<file path="config.mk">
export PLATFORM = sky130hd
export DESIGN_NAME = cdc_2ch_arbiter
export DESIGN_NICKNAME = d
export VERILOG_FILES = /design/src/rtl/cdc_2ch_arbiter.sv
export SDC_FILE = /design/constraint.sdc
export NUM_CORES = 1
export LEC_CHECK = 0
export CAP_MARGIN = 10
export CORE_MARGIN = 2
export CORE_UTILIZATION = 47
export DETAILED_ROUTE_END_ITERATION = 6
export PLACE_DENSITY = 0.81
export REMOVE_ABC_BUFFERS = 1
export SLEW_MARGIN = 10
export SYNTH_ARGS = -nofsm -noshare
export SYNTH_HDL_FRONTEND = slang
export SYNTH_SLANG_ARGS = --single-unit
</file>
<file path="constraint.sdc">
create_clock -name clk_i -period 4.95 [get_ports clk_i]
set_clock_uncertainty 0.05 [all_clocks]
set_input_delay 0.99 -clock clk_i [delete_from_list [all_inputs] [get_ports clk_i]]
set_output_delay 0.99 -clock clk_i [all_outputs]
set_load 0.03 [all_outputs]
</file>
<file path="src/rtl/cdc_2ch_arbiter.sv">
// Two-channel byte arbiter with burst grants, channel tagging and a tagged return demux.
// Build option ARB_STRICT_PRIO_EN: channel 0 strict priority instead of round-robin.
module cdc_2ch_arbiter #(
    parameter int unsigned MAX_BURST = 8
) (
    input  logic       clk_i,
    input  logic       rstn_i,
    input  logic [7:0] in0_data_i,
    input  logic       in0_valid_i,
    output logic       in0_ready_o,
    input  logic [7:0] in1_data_i,
    input  logic       in1_valid_i,
    output logic       in1_ready_o,
    output logic [7:0] out_data_o,
    output logic       out_ch_o,
    output logic       out_valid_o,
    input  logic       out_ready_i,
    input  logic [7:0] ret_data_i,
    input  logic       ret_ch_i,
    input  logic       ret_valid_i,
    output logic       ret_ready_o,
    output logic [7:0] ret0_data_o,
    output logic       ret0_valid_o,
    input  logic       ret0_ready_i,
    output logic [7:0] ret1_data_o,
    output logic       ret1_valid_o,
    input  logic       ret1_ready_i
);

    typedef enum logic [1:0] {
        IDLE   = 2'd0,
        GRANT0 = 2'd1,
        GRANT1 = 2'd2
    } state_t;

    localparam logic [7:0] LAST_CNT = 8'(MAX_BURST - 1);

    state_t     state_q, state_d;
    logic [7:0] cnt_q, cnt_d;
    logic [7:0] out_data_q, out_data_d;
    logic       out_ch_q, out_ch_d;
    logic       out_valid_q, out_valid_d;
    logic       out_free, acc0, acc1;

    logic [7:0] slot_data_q, slot_data_d;
    logic       slot_ch_q, slot_ch_d;
    logic       slot_valid_q, slot_valid_d;
    logic       slot_sink_rdy, ret_load;

`ifdef ARB_STRICT_PRIO_EN
    state_t prio_next;
    assign prio_next = in0_valid_i ? GRANT0 : (in1_valid_i ? GRANT1 : IDLE);
`else
    logic last_ch_q, last_ch_d;
`endif

    assign out_free    = !out_valid_q || out_ready_i;
    assign in0_ready_o = (state_q == GRANT0) && out_free;
    assign in1_ready_o = (state_q == GRANT1) && out_free;
    assign acc0        = in0_valid_i && in0_ready_o;
    assign acc1        = in1_valid_i && in1_ready_o;

    always_comb begin
        state_d = state_q;
        cnt_d   = cnt_q;
`ifndef ARB_STRICT_PRIO_EN
        last_ch_d = last_ch_q;
`endif
        unique case (state_q)
            IDLE: begin
`ifdef ARB_STRICT_PRIO_EN
                state_d = prio_next;
`else
                if (in0_valid_i && in1_valid_i) state_d = last_ch_q ? GRANT0 : GRANT1;
                else if (in0_valid_i)           state_d = GRANT0;
                else if (in1_valid_i)           state_d = GRANT1;
`endif
            end
            GRANT0: begin
                if (acc0) cnt_d = cnt_q + 8'd1;
                // Release on a full burst or as soon as the granted channel goes idle.
                if (!in0_valid_i || (acc0 && cnt_q == LAST_CNT)) begin
                    cnt_d = '0;
`ifdef ARB_STRICT_PRIO_EN
                    state_d = prio_next;
`else
                    last_ch_d = 1'b0;
                    state_d   = in1_valid_i ? GRANT1 : IDLE;
`endif
                end
            end
            GRANT1: begin
                if (acc1) cnt_d = cnt_q + 8'd1;
                if (!in1_valid_i || (acc1 && cnt_q == LAST_CNT)) begin
                    cnt_d = '0;
`ifdef ARB_STRICT_PRIO_EN
                    state_d = prio_next;
`else
                    last_ch_d = 1'b1;
                    state_d   = in0_valid_i ? GRANT0 : IDLE;
`endif
                end
            end
            default: state_d = IDLE;
        endcase
    end

    always_comb begin
        out_data_d  = out_data_q;
        out_ch_d    = out_ch_q;
        out_valid_d = out_valid_q;
        if (acc0) begin
            out_data_d  = in0_data_i;
            out_ch_d    = 1'b0;
            out_valid_d = 1'b1;
        end else if (acc1) begin
            out_data_d  = in1_data_i;
            out_ch_d    = 1'b1;
            out_valid_d = 1'b1;
        end else if (out_ready_i) begin
            out_valid_d = 1'b0;
        end
    end

    // Single-entry return slot; a stalled owner blocks the other channel (head-of-line).
    assign slot_sink_rdy = slot_ch_q ? ret1_ready_i : ret0_ready_i;
    assign ret_ready_o   = !slot_valid_q || slot_sink_rdy;
    assign ret_load      = ret_valid_i && ret_ready_o;

    always_comb begin
        slot_data_d  = slot_data_q;
        slot_ch_d    = slot_ch_q;
        slot_valid_d = slot_valid_q;
        if (ret_load) begin
            slot_data_d  = ret_data_i;
            slot_ch_d    = ret_ch_i;
            slot_valid_d = 1'b1;
        end else if (slot_sink_rdy) begin
            slot_valid_d = 1'b0;
        end
    end

    always_ff @(posedge clk_i or negedge rstn_i) begin
        if (!rstn_i) begin
            state_q      <= IDLE;
            cnt_q        <= '0;
            out_data_q   <= '0;
            out_ch_q     <= 1'b0;
            out_valid_q  <= 1'b0;
            slot_data_q  <= '0;
            slot_ch_q    <= 1'b0;
            slot_valid_q <= 1'b0;
        end else begin
            state_q      <= state_d;
            cnt_q        <= cnt_d;
            out_data_q   <= out_data_d;
            out_ch_q     <= out_ch_d;
            out_valid_q  <= out_valid_d;
            slot_data_q  <= slot_data_d;
            slot_ch_q    <= slot_ch_d;
            slot_valid_q <= slot_valid_d;
        end
    end

`ifndef ARB_STRICT_PRIO_EN
    always_ff @(posedge clk_i or negedge rstn_i) begin
        if (!rstn_i) last_ch_q <= 1'b1;
        else         last_ch_q <= last_ch_d;
    end
`endif

    assign out_data_o   = out_data_q;
    assign out_ch_o     = out_ch_q;
    assign out_valid_o  = out_valid_q;
    assign ret0_data_o  = slot_data_q;
    assign ret1_data_o  = slot_data_q;
    assign ret0_valid_o = slot_valid_q && !slot_ch_q;
    assign ret1_valid_o = slot_valid_q && slot_ch_q;

endmodule
</file>
==> flow_metrics.env, run 1 <==
export IMPL_netlist_instances=162
export IMPL_critPathSlowestCell="clkdlybuf4s50_1"
export IMPL_layout_commonest_cell="clkdlybuf4s50_1"
export IMPL_initial_core_util_pct=49.9
export IMPL_synth_top_family_by_area="simple AND/OR/NAND/NOR gates"
export IMPL_hp_class="register to register"
export IMPL_rows=21
export IMPL_clock_sinks=31
export IMPL_ys_seq_area_share_pct=45.9
export IMPL_drc_errors=0
export IMPL_path_clk_slew_ns=0.09
export IMPL_outcome="finished, final reports clean"
export IMPL_hpwl_um=2880
export IMPL_ys_types=39
export IMPL_critPathBufInv=2
export IMPL_synthAdderAreaFrac_pct=3.70
export IMPL_vias=1394
export IMPL_place_inst=260
export IMPL_final_layout_size_suffix_gt1_share_pct=9.01
export IMPL_synth_compound_area_share_pct=15.4
export IMPL_crit_chain="clkdlybuf4s50_1 > nand2b_2 > and2_1 > clkdlybuf4s50_1"
export IMPL_place_congestion=0.882
export IMPL_gr_total_overflow=0
export IMPL_synth_edf_count=0
export IMPL_fmax_mhz=283
export IMPL_fill_cells=223
export IMPL_clock_latency_ns=0.34
export IMPL_path_common_cell="clkdlybuf4s50_1"
export IMPL_yosysWarnings=0
export IMPL_grt_max_degree=32
export IMPL_cap_viol_max_count=0
export IMPL_final_antenna_net_count=0
export IMPL_muxShareOfSynthArea_pct=12.0
export IMPL_critical_path_arrival_ns=2.49
export IMPL_htree_levels=2
export IMPL_post_cts_repair_setup_buffers=0
export IMPL_die_w_um=64.0
export IMPL_cp_max_fo=8
export IMPL_p_leak_nw=0.950
export IMPL_cts_repair_resized=0
export IMPL_routed_wl_um=3860
export IMPL_synth_xor_area_share_pct=0
export IMPL_instances_no_fill=268
export IMPL_synthArstFlopShare_pct=100
export IMPL_die_height_um=64.0
export IMPL_syn_area_per_cell_um2=10.4
export IMPL_nNetsFinal=259
export IMPL_tritoncts="built"
export IMPL_cp_top_family="buffers and inverters"
export IMPL_min_period_ns=3.53
export IMPL_tightest_slew_ns=0.577
export IMPL_fin_tns_setup_ns=0
export IMPL_cp_end_kind="output port"
export IMPL_grt_pass1_wl_um=6600
export IMPL_area_growth_syn_to_layout_pct=41.1
export IMPL_cp_start_kind="input pin"
export IMPL_yosys_most_used_dff="dfrtp_1"
export IMPL_core_area_um2=3390
export IMPL_max_stage_delay_ns=0.67
export IMPL_post_drt_wl_per_cell_um=14.4
export IMPL_portBuffers=63
export IMPL_die_area_um2=4100
export IMPL_cts_root_buf="clkbuf_4"
export IMPL_clockBufferDepth=2
export IMPL_drtIter0Drc=55
export IMPL_num_io_pins=64
export IMPL_p_per_area_nw_per_um2=541
export IMPL_maxSlewViolCount=0
export IMPL_r2r_setup_slack_ns=2.99
export IMPL_finalSetupViolCount=0
export IMPL_drt_vias_per_instance=5.20
export IMPL_final_cell_mix="clkdlybuf4s50_1 (63), dfrtp_1 (30), nand2_1 (24), o21ai_1 (14), mux2i_1 (9)"
export IMPL_cts_made_buffers=5
export IMPL_diodes=0
export IMPL_fin_crit_sh_pct=71.3
export IMPL_cp_required_ns=3.91
export IMPL_rsz0062_at_grt="no"
export IMPL_peakVddDrop_mv=0.245
export IMPL_ctsHoldBuffers=0
export IMPL_slew_headroom_pct=61.3
export IMPL_antenna_found_initial=0
export IMPL_syn_area_um2=1690
export IMPL_gr_usage_all_layers_pct=20.8
export IMPL_synthSimpleGateAreaFrac_pct=17.3
export IMPL_first_global_vias=1363
export IMPL_synth_seq_cells=31
export IMPL_dr_pass1_iters=4
export IMPL_finalHoldViolCount=0
export IMPL_crit_type="input pin to output port"
-- synth_stat cells, drive strengths merged, types with 3 or more instances --
cell / instances / share of area (%)
buf: 12 / 5.1
nand3: 3 / 0.89
a21oi: 4 / 1.2
o21ai: 16 / 4.7
mux2: 10 / 6.7
nor3: 4 / 1.2
nand2b: 5 / 2.0
o211ai: 5 / 2.2
ha: 5 / 3.7
dfrtp: 30 / 44
o21a: 4 / 2.2
mux2i: 9 / 5.3
nor2: 6 / 1.9
and2: 4 / 1.5
nor2b: 3 / 1.1
inv: 3 / 0.67
nand2: 24 / 5.3
-- logic make-up after synthesis --
logic type | Yosys count
multiplexers | 19
buffers and inverters | 15
flip-flops | 31
AND/OR/NAND/NOR | 54
adder cells (fa/ha/maj) | 5
AO/OA/AOI/OAI | 38
-- cell type report --
type | instances | area (um^2) | share of cell area, %
inverter | 3 | 11.3 | 0.471
multi-input combinational | 116 | 818 | 34.3
tap | 46 | 57.6 | 2.41
clock inverter | 2 | 35.0 | 1.47
timing repair buffer | 64 | 638 | 26.7
sequential | 31 | 777 | 32.5
clock buffer | 6 | 51.3 | 2.15
-- report_power, final --
group	total, W	internal (W)	switching (W)
combinational	0.000679	0.000292	0.000387
sequential	0.000408	0.000341	0.0000666
clock	0.000206	0.000119	0.0000871
total	0.00129	0.000752	0.000540
-- per-layer routing --
metal	GRT usage [%]	wire [um]
met1	27.3	1630
met2	32.7	1860
met3	7.04	331
met4	5.71	35
met5	0	0
-- worst reg2reg max path: stages, from the launching register on --
cell	delay [ns]
dfrtp_1	0.42
inv_1	0.09
ha_1	0.24
nor4b_1	0.39
a31oi_2	0.26
nor2_2	0.28
o211ai_1	0.13
-- per-stage QoR --
step	cell area, um^2	setup WS [ns]	hold slack, ns	utilization [%]	power, W
2_1_floorplan	1610	2.43	0.423	-	0.000827
3_3_place_gp	2300	1.43	0.430	67.9	0.00107
3_5_place_dp	2300	1.42	0.444	67.9	0.00109
4_1_cts	2390	1.42	0.463	70.5	0.00130
5_1_grt	2390	1.35	0.499	70.5	0.00138
6_report	2390	1.42	0.458	70.5	0.00129
-- path summary, 6_finish.rpt --
| kind | startpoint | endpoint | cells past startpoint |
|---|---|---|---|
| max | out_ready_i | in1_ready_o | 4 |
| min | out_ch_o | out_ch_o | 2 |
| max reg2reg | state_q[1] | cnt_q[3] | 6 |
| min reg2reg | out_ch_o | out_ch_o | 2 |
| max in group asynchronous | rstn_i | last_ch_q | 2 |
| min in group asynchronous | rstn_i | ret0_data_o[2] | 2 |
-- sequential cells by signal (all words and copies together) (netlist names) --
signal        flops
cnt_q             8
out_data_o        8
last_ch_q         1
ret0_data_o       8
slot_valid_q      1
out_ch_o          1
state_q           2
slot_ch_q         1
out_valid_o       1
Power figures use the tool's default switching activity.
==> run 2: changes to the inputs <==
--- a/config.mk
+++ b/config.mk
@@ -7,9 +7,9 @@
 export LEC_CHECK = 0
 export CAP_MARGIN = 10
 export CORE_MARGIN = 2
-export CORE_UTILIZATION = 47
+export CORE_UTILIZATION = 44
 export DETAILED_ROUTE_END_ITERATION = 6
-export PLACE_DENSITY = 0.81
+export PLACE_DENSITY = 0.76
 export REMOVE_ABC_BUFFERS = 1
 export SLEW_MARGIN = 10
 export SYNTH_ARGS = -nofsm -noshare
==> constraint.sdc (replaced) <==
create_clock -name clk_i -period 3.4 [get_ports clk_i]
set_clock_uncertainty 0.05 [all_clocks]
set_input_delay 0.68 -clock clk_i [delete_from_list [all_inputs] [get_ports clk_i]]
set_output_delay 0.68 -clock clk_i [all_outputs]
set_load 0.03 [all_outputs]
==> run 2 against run 1 <==
Effect of this change: routed wire length is 1.0% lower; critical endpoint is now in0_ready_o; die area is 6.4% higher; critical path type unchanged; sequential power is 46% higher; combinational power is 45% higher.
==> flow_metrics.env, run 2 (synthesis gave the netlist of run 1 again) <==
export IMPL_outcome="finished, final reports clean"
export IMPL_place_congestion=0.820
export IMPL_hp_class="register to register"
export IMPL_initial_core_util_pct=45.9
export IMPL_htree_levels=2
export IMPL_drc_errors=0
export IMPL_cts_root_buf="clkbuf_8"
export IMPL_clockBufferDepth=2
export IMPL_rsz0062_at_grt="no"
export IMPL_post_drt_wl_per_cell_um=14.1
export IMPL_instances_no_fill=270
export IMPL_tritoncts="built"
export IMPL_rows=22
export IMPL_die_area_um2=4360
export IMPL_finalHoldViolCount=0
export IMPL_vias=1406
export IMPL_place_inst=262
export IMPL_min_period_ns=2.90
export IMPL_finalSetupViolCount=0
export IMPL_place_area_um2=2300
export IMPL_die_height_um=66.0
export IMPL_crit_type="input pin to output port"
export IMPL_area_growth_syn_to_layout_pct=40.9
export IMPL_clock_sinks=31
export IMPL_fin_crit_sh_pct=85.4
export IMPL_maxSlewViolCount=0
export IMPL_cts_repair_resized=0
export IMPL_dr_pass1_iters=4
export IMPL_clock_latency_ns=0.28
export IMPL_gr_usage_all_layers_pct=18.8
export IMPL_slew_headroom_pct=58.9
export IMPL_grt_max_degree=32
export IMPL_ctsHoldBuffers=0
export IMPL_cts_made_buffers=5
export IMPL_final_area_um2=2390
export IMPL_final_cell_mix="clkdlybuf4s50_1 (63), dfrtp_1 (30), nand2_1 (24), o21ai_1 (14), mux2i_1 (9)"
export IMPL_drt_vias_per_instance=5.21
export IMPL_cp_start_kind="input pin"
export IMPL_core_area_um2=3690
export IMPL_hpwl_um=3000
export IMPL_cp_end_kind="output port"
export IMPL_cp_required_ns=2.67
export IMPL_cp_max_fo=8
export IMPL_fin_hold_ws_ns=0.453
export IMPL_first_global_vias=1386
export IMPL_critical_path_arrival_ns=2.17
export IMPL_post_cts_repair_setup_buffers=0
export IMPL_grt_pass1_wl_um=6280
export IMPL_final_layout_size_suffix_gt1_share_pct=8.11
export IMPL_die_w_um=66.0
export IMPL_cap_viol_max_count=0
export IMPL_nNetsFinal=259
export IMPL_num_io_pins=64
export IMPL_p_leak_nw=0.944
export IMPL_final_antenna_net_count=0
export IMPL_drtIter0Drc=24
export IMPL_antenna_found_initial=0
export IMPL_diodes=0
export IMPL_peakVddDrop_mv=0.385
export IMPL_portBuffers=63
export IMPL_layout_commonest_cell="clkdlybuf4s50_1"
export IMPL_path_clk_slew_ns=0.06
export IMPL_p_per_area_nw_per_um2=776
export IMPL_fin_tns_setup_ns=0
export IMPL_post_route_util_pct=64.7
export IMPL_tightest_slew_ns=0.613
export IMPL_routed_wl_um=3820
export IMPL_fmax_mhz=345
export IMPL_gr_total_overflow=0
run 2: cell types whose count changed in the layout (fill, tap and decap cells not counted):
cell and change:
clkbuf_1 +2, clkbuf_8 +4, bufinv_16 -1, clkbuf_4 -5
run 2: layout make-up:
type | instances | area (um^2)
clock buffers | 7 | 76.3
clock inverters | 1 | 5.00
fillers | 292 | 1300
inverters | 3 | 11.3
multi-input cells | 116 | 818
flip-flops and latches | 31 | 777
well taps | 48 | 60.1
repair buffers | 64 | 638
run 2: layer usage:
metal	track usage (%)	up-vias	part of all wire, %
met3	6.30	4	7.3
met5	0	-	0
met2	34.5	48	51
met4	4.34	0	0.94
met1	20.9	664	41
li1	-	690	-
run 2: worst paths after layout:
kind,slack [ns],cells after the start,startpoint,endpoint
setup / recovery,0.50,4,out_ready_i,in0_ready_o
hold / removal,0.45,2,out_ch_o,out_ch_o
setup reg to reg,1.49,6,state_q[1],cnt_q[3]
hold reg to reg,0.45,2,out_ch_o,out_ch_o
max in group asynchronous,2.21,2,rstn_i,last_ch_q
min in group asynchronous,0.77,2,rstn_i,out_data_o[0]
run 2: critical path, stage by stage:
cell             delay [ns]
clkdlybuf4s50_1        0.47
nand2b_2               0.20
and2_1                 0.15
clkdlybuf4s50_1        0.67
run 2: metrics by stage:
step           setup slack (ns)  total power [W]
4_1_cts                   0.497          0.00187
3_5_place_dp              0.501          0.00159
3_3_place_gp              0.532          0.00156
6_report                  0.498          0.00185
2_1_floorplan              1.50          0.00120
5_1_grt                   0.422          0.00199
run 2: power breakdown:
part           leakage [nW]  total [W]  internal, W  switching [W]
Combinational         0.521   0.000982     0.000424       0.000558
Clock                0.0422   0.000273     0.000143       0.000130
Sequential            0.380   0.000596     0.000498      0.0000985
==> run 3: changes to the inputs <==
--- a/config.mk
+++ b/config.mk
@@ -5,11 +5,12 @@
 export SDC_FILE = /design/constraint.sdc
 export NUM_CORES = 1
 export LEC_CHECK = 0
+export ABC_CLOCK_PERIOD_IN_PS = 3400
 export CAP_MARGIN = 10
 export CORE_MARGIN = 2
-export CORE_UTILIZATION = 44
+export CORE_UTILIZATION = 40
 export DETAILED_ROUTE_END_ITERATION = 6
-export PLACE_DENSITY = 0.76
+export PLACE_DENSITY = 0.7
 export REMOVE_ABC_BUFFERS = 1
 export SLEW_MARGIN = 10
 export SYNTH_ARGS = -nofsm -noshare
==> run 3 against run 2 <==
Effect of this change: register-to-register slack lost 0.11 ns; highest routed layer unchanged; critical endpoint unchanged; sequential power is essentially flat; combinational power grew 0.7%; largest power group unchanged; sequential share of layout area shrank 0.52 points; flip-flop and latch count is the same.
==> flow_metrics.env, run 3 (synthesis gave the netlist of run 1 again) <==
export IMPL_cts_repair_resized=0
export IMPL_final_cell_mix="clkdlybuf4s50_1 (63), dfrtp_1 (30), nand2_1 (24), o21ai_1 (14), mux2i_1 (9)"
export IMPL_drtIter0Drc=63
export IMPL_p_per_area_nw_per_um2=808
export IMPL_fmax_mhz=342
export IMPL_post_drt_wl_per_cell_um=14.6
export IMPL_clock_sinks=31
export IMPL_rows=23
export IMPL_vias=1415
export IMPL_post_route_util_pct=60.2
export IMPL_finalSetupViolCount=0
export IMPL_rsz0062_at_grt="no"
export IMPL_fin_tns_setup_ns=0
export IMPL_place_congestion=0.877
export IMPL_cp_required_ns=2.67
export IMPL_layout_commonest_cell="clkdlybuf4s50_1"
export IMPL_routed_top_layer="met4"
export IMPL_p_leak_nw=0.963
export IMPL_dr_pass1_iters=4
export IMPL_first_global_vias=1385
export IMPL_met3_length_um=240
export IMPL_hpwl_um=3040
export IMPL_post_cts_repair_setup_buffers=0
export IMPL_routed_wl_um=3960
export IMPL_clock_latency_ns=0.29
export IMPL_slew_headroom_pct=60.8
export IMPL_cts_root_buf="clkbuf_8"
export IMPL_cap_viol_max_count=0
export IMPL_tritoncts="built"
export IMPL_initial_core_util_pct=42.0
export IMPL_diodes=0
export IMPL_antenna_found_initial=0
export IMPL_maxSlewViolCount=0
export IMPL_drc_errors=0
export IMPL_die_height_um=69.1
export IMPL_final_layout_size_suffix_gt1_share_pct=9.01
export IMPL_finalHoldViolCount=0
export IMPL_gr_usage_all_layers_pct=17.7
export IMPL_cp_start_kind="input pin"
export IMPL_nNetsFinal=259
export IMPL_crit_type="input pin to output port"
export IMPL_die_area_um2=4770
export IMPL_die_w_um=69.1
export IMPL_num_io_pins=64
export IMPL_grt_max_degree=32
export IMPL_grt_pass1_wl_um=6780
export IMPL_peakVddDrop_mv=0.376
export IMPL_gr_total_overflow=0
export IMPL_clockBufferDepth=2
export IMPL_portBuffers=63
export IMPL_htree_levels=2
export IMPL_final_antenna_net_count=0
export IMPL_path_clk_slew_ns=0.06
export IMPL_wl_met1_um=1640
export IMPL_fin_crit_sh_pct=85.9
export IMPL_core_area_um2=4030
export IMPL_met2_length_um=2030
export IMPL_area_growth_syn_to_layout_pct=43.2
export IMPL_drt_vias_per_instance=5.20
export IMPL_outcome="finished, final reports clean"
export IMPL_hp_class="register to register"
export IMPL_ctsHoldBuffers=0
export IMPL_cts_made_buffers=5
export IMPL_cp_max_fo=8
export IMPL_critical_path_arrival_ns=2.19
export IMPL_cp_end_kind="output port"
export IMPL_tightest_slew_ns=0.585
export IMPL_min_period_ns=2.92
==> run 3: where the power goes <==
group          switching, W  internal (W)
Clock              0.000139      0.000237
Combinational      0.000565      0.000424
Sequential        0.0000968      0.000498
==> run 3: layout make-up <==
class                           count  area [um^2]
Tap cell                           50         62.6
Multi-Input combinational cell    116          818
Clock inverter                      2         35.0
Timing Repair Buffer               64          638
Clock buffer                        6         82.6
Inverter                            3         11.3
Fill cell                         347         1600
Sequential cell                    31          777
==> run 3: critical path, cell delays in order <==
cell and delay [ns]:
clkdlybuf4s50_1 0.49, nand2b_2 0.21, and2_1 0.15, clkdlybuf4s50_1 0.66
==> run 3: worst paths after layout <==
check / start / to / slack (ns) / cells past startpoint
worst min-delay path: out_ch_o / out_ch_o / 0.46 / 2
worst max register to register: state_q[1] / cnt_q[3] / 1.38 / 6
max in group asynchronous: rstn_i / last_ch_q / 2.24 / 2
min in group asynchronous: rstn_i / slot_ch_q / 0.74 / 2
worst min register to register: out_ch_o / out_ch_o / 0.46 / 2
worst max-delay path: out_ready_i / in0_ready_o / 0.48 / 4
==> run 3: metal layers <==
layer / vias to the layer above / GRT usage [%]
met4: 0 / 7.84
met3: 5 / 4.24
li1: 687 / -
met5: - / 0
met1: 674 / 21.2
met2: 49 / 30.0
==> run 3: stage by stage <==
stage | cells | power, W | setup slack [ns] | hold slack (ns) | cell area, um^2
after floorplan | 150 | 0.00120 | 1.50 | 0.334 | 1610
after global placement | 264 | 0.00156 | 0.510 | 0.429 | 2310
after detailed placement | 264 | 0.00160 | 0.483 | 0.452 | 2310
after CTS | 272 | 0.00198 | 0.474 | 0.463 | 2420
after global routing | 272 | 0.00208 | 0.409 | 0.480 | 2420
final | 272 | 0.00196 | 0.480 | 0.464 | 2420
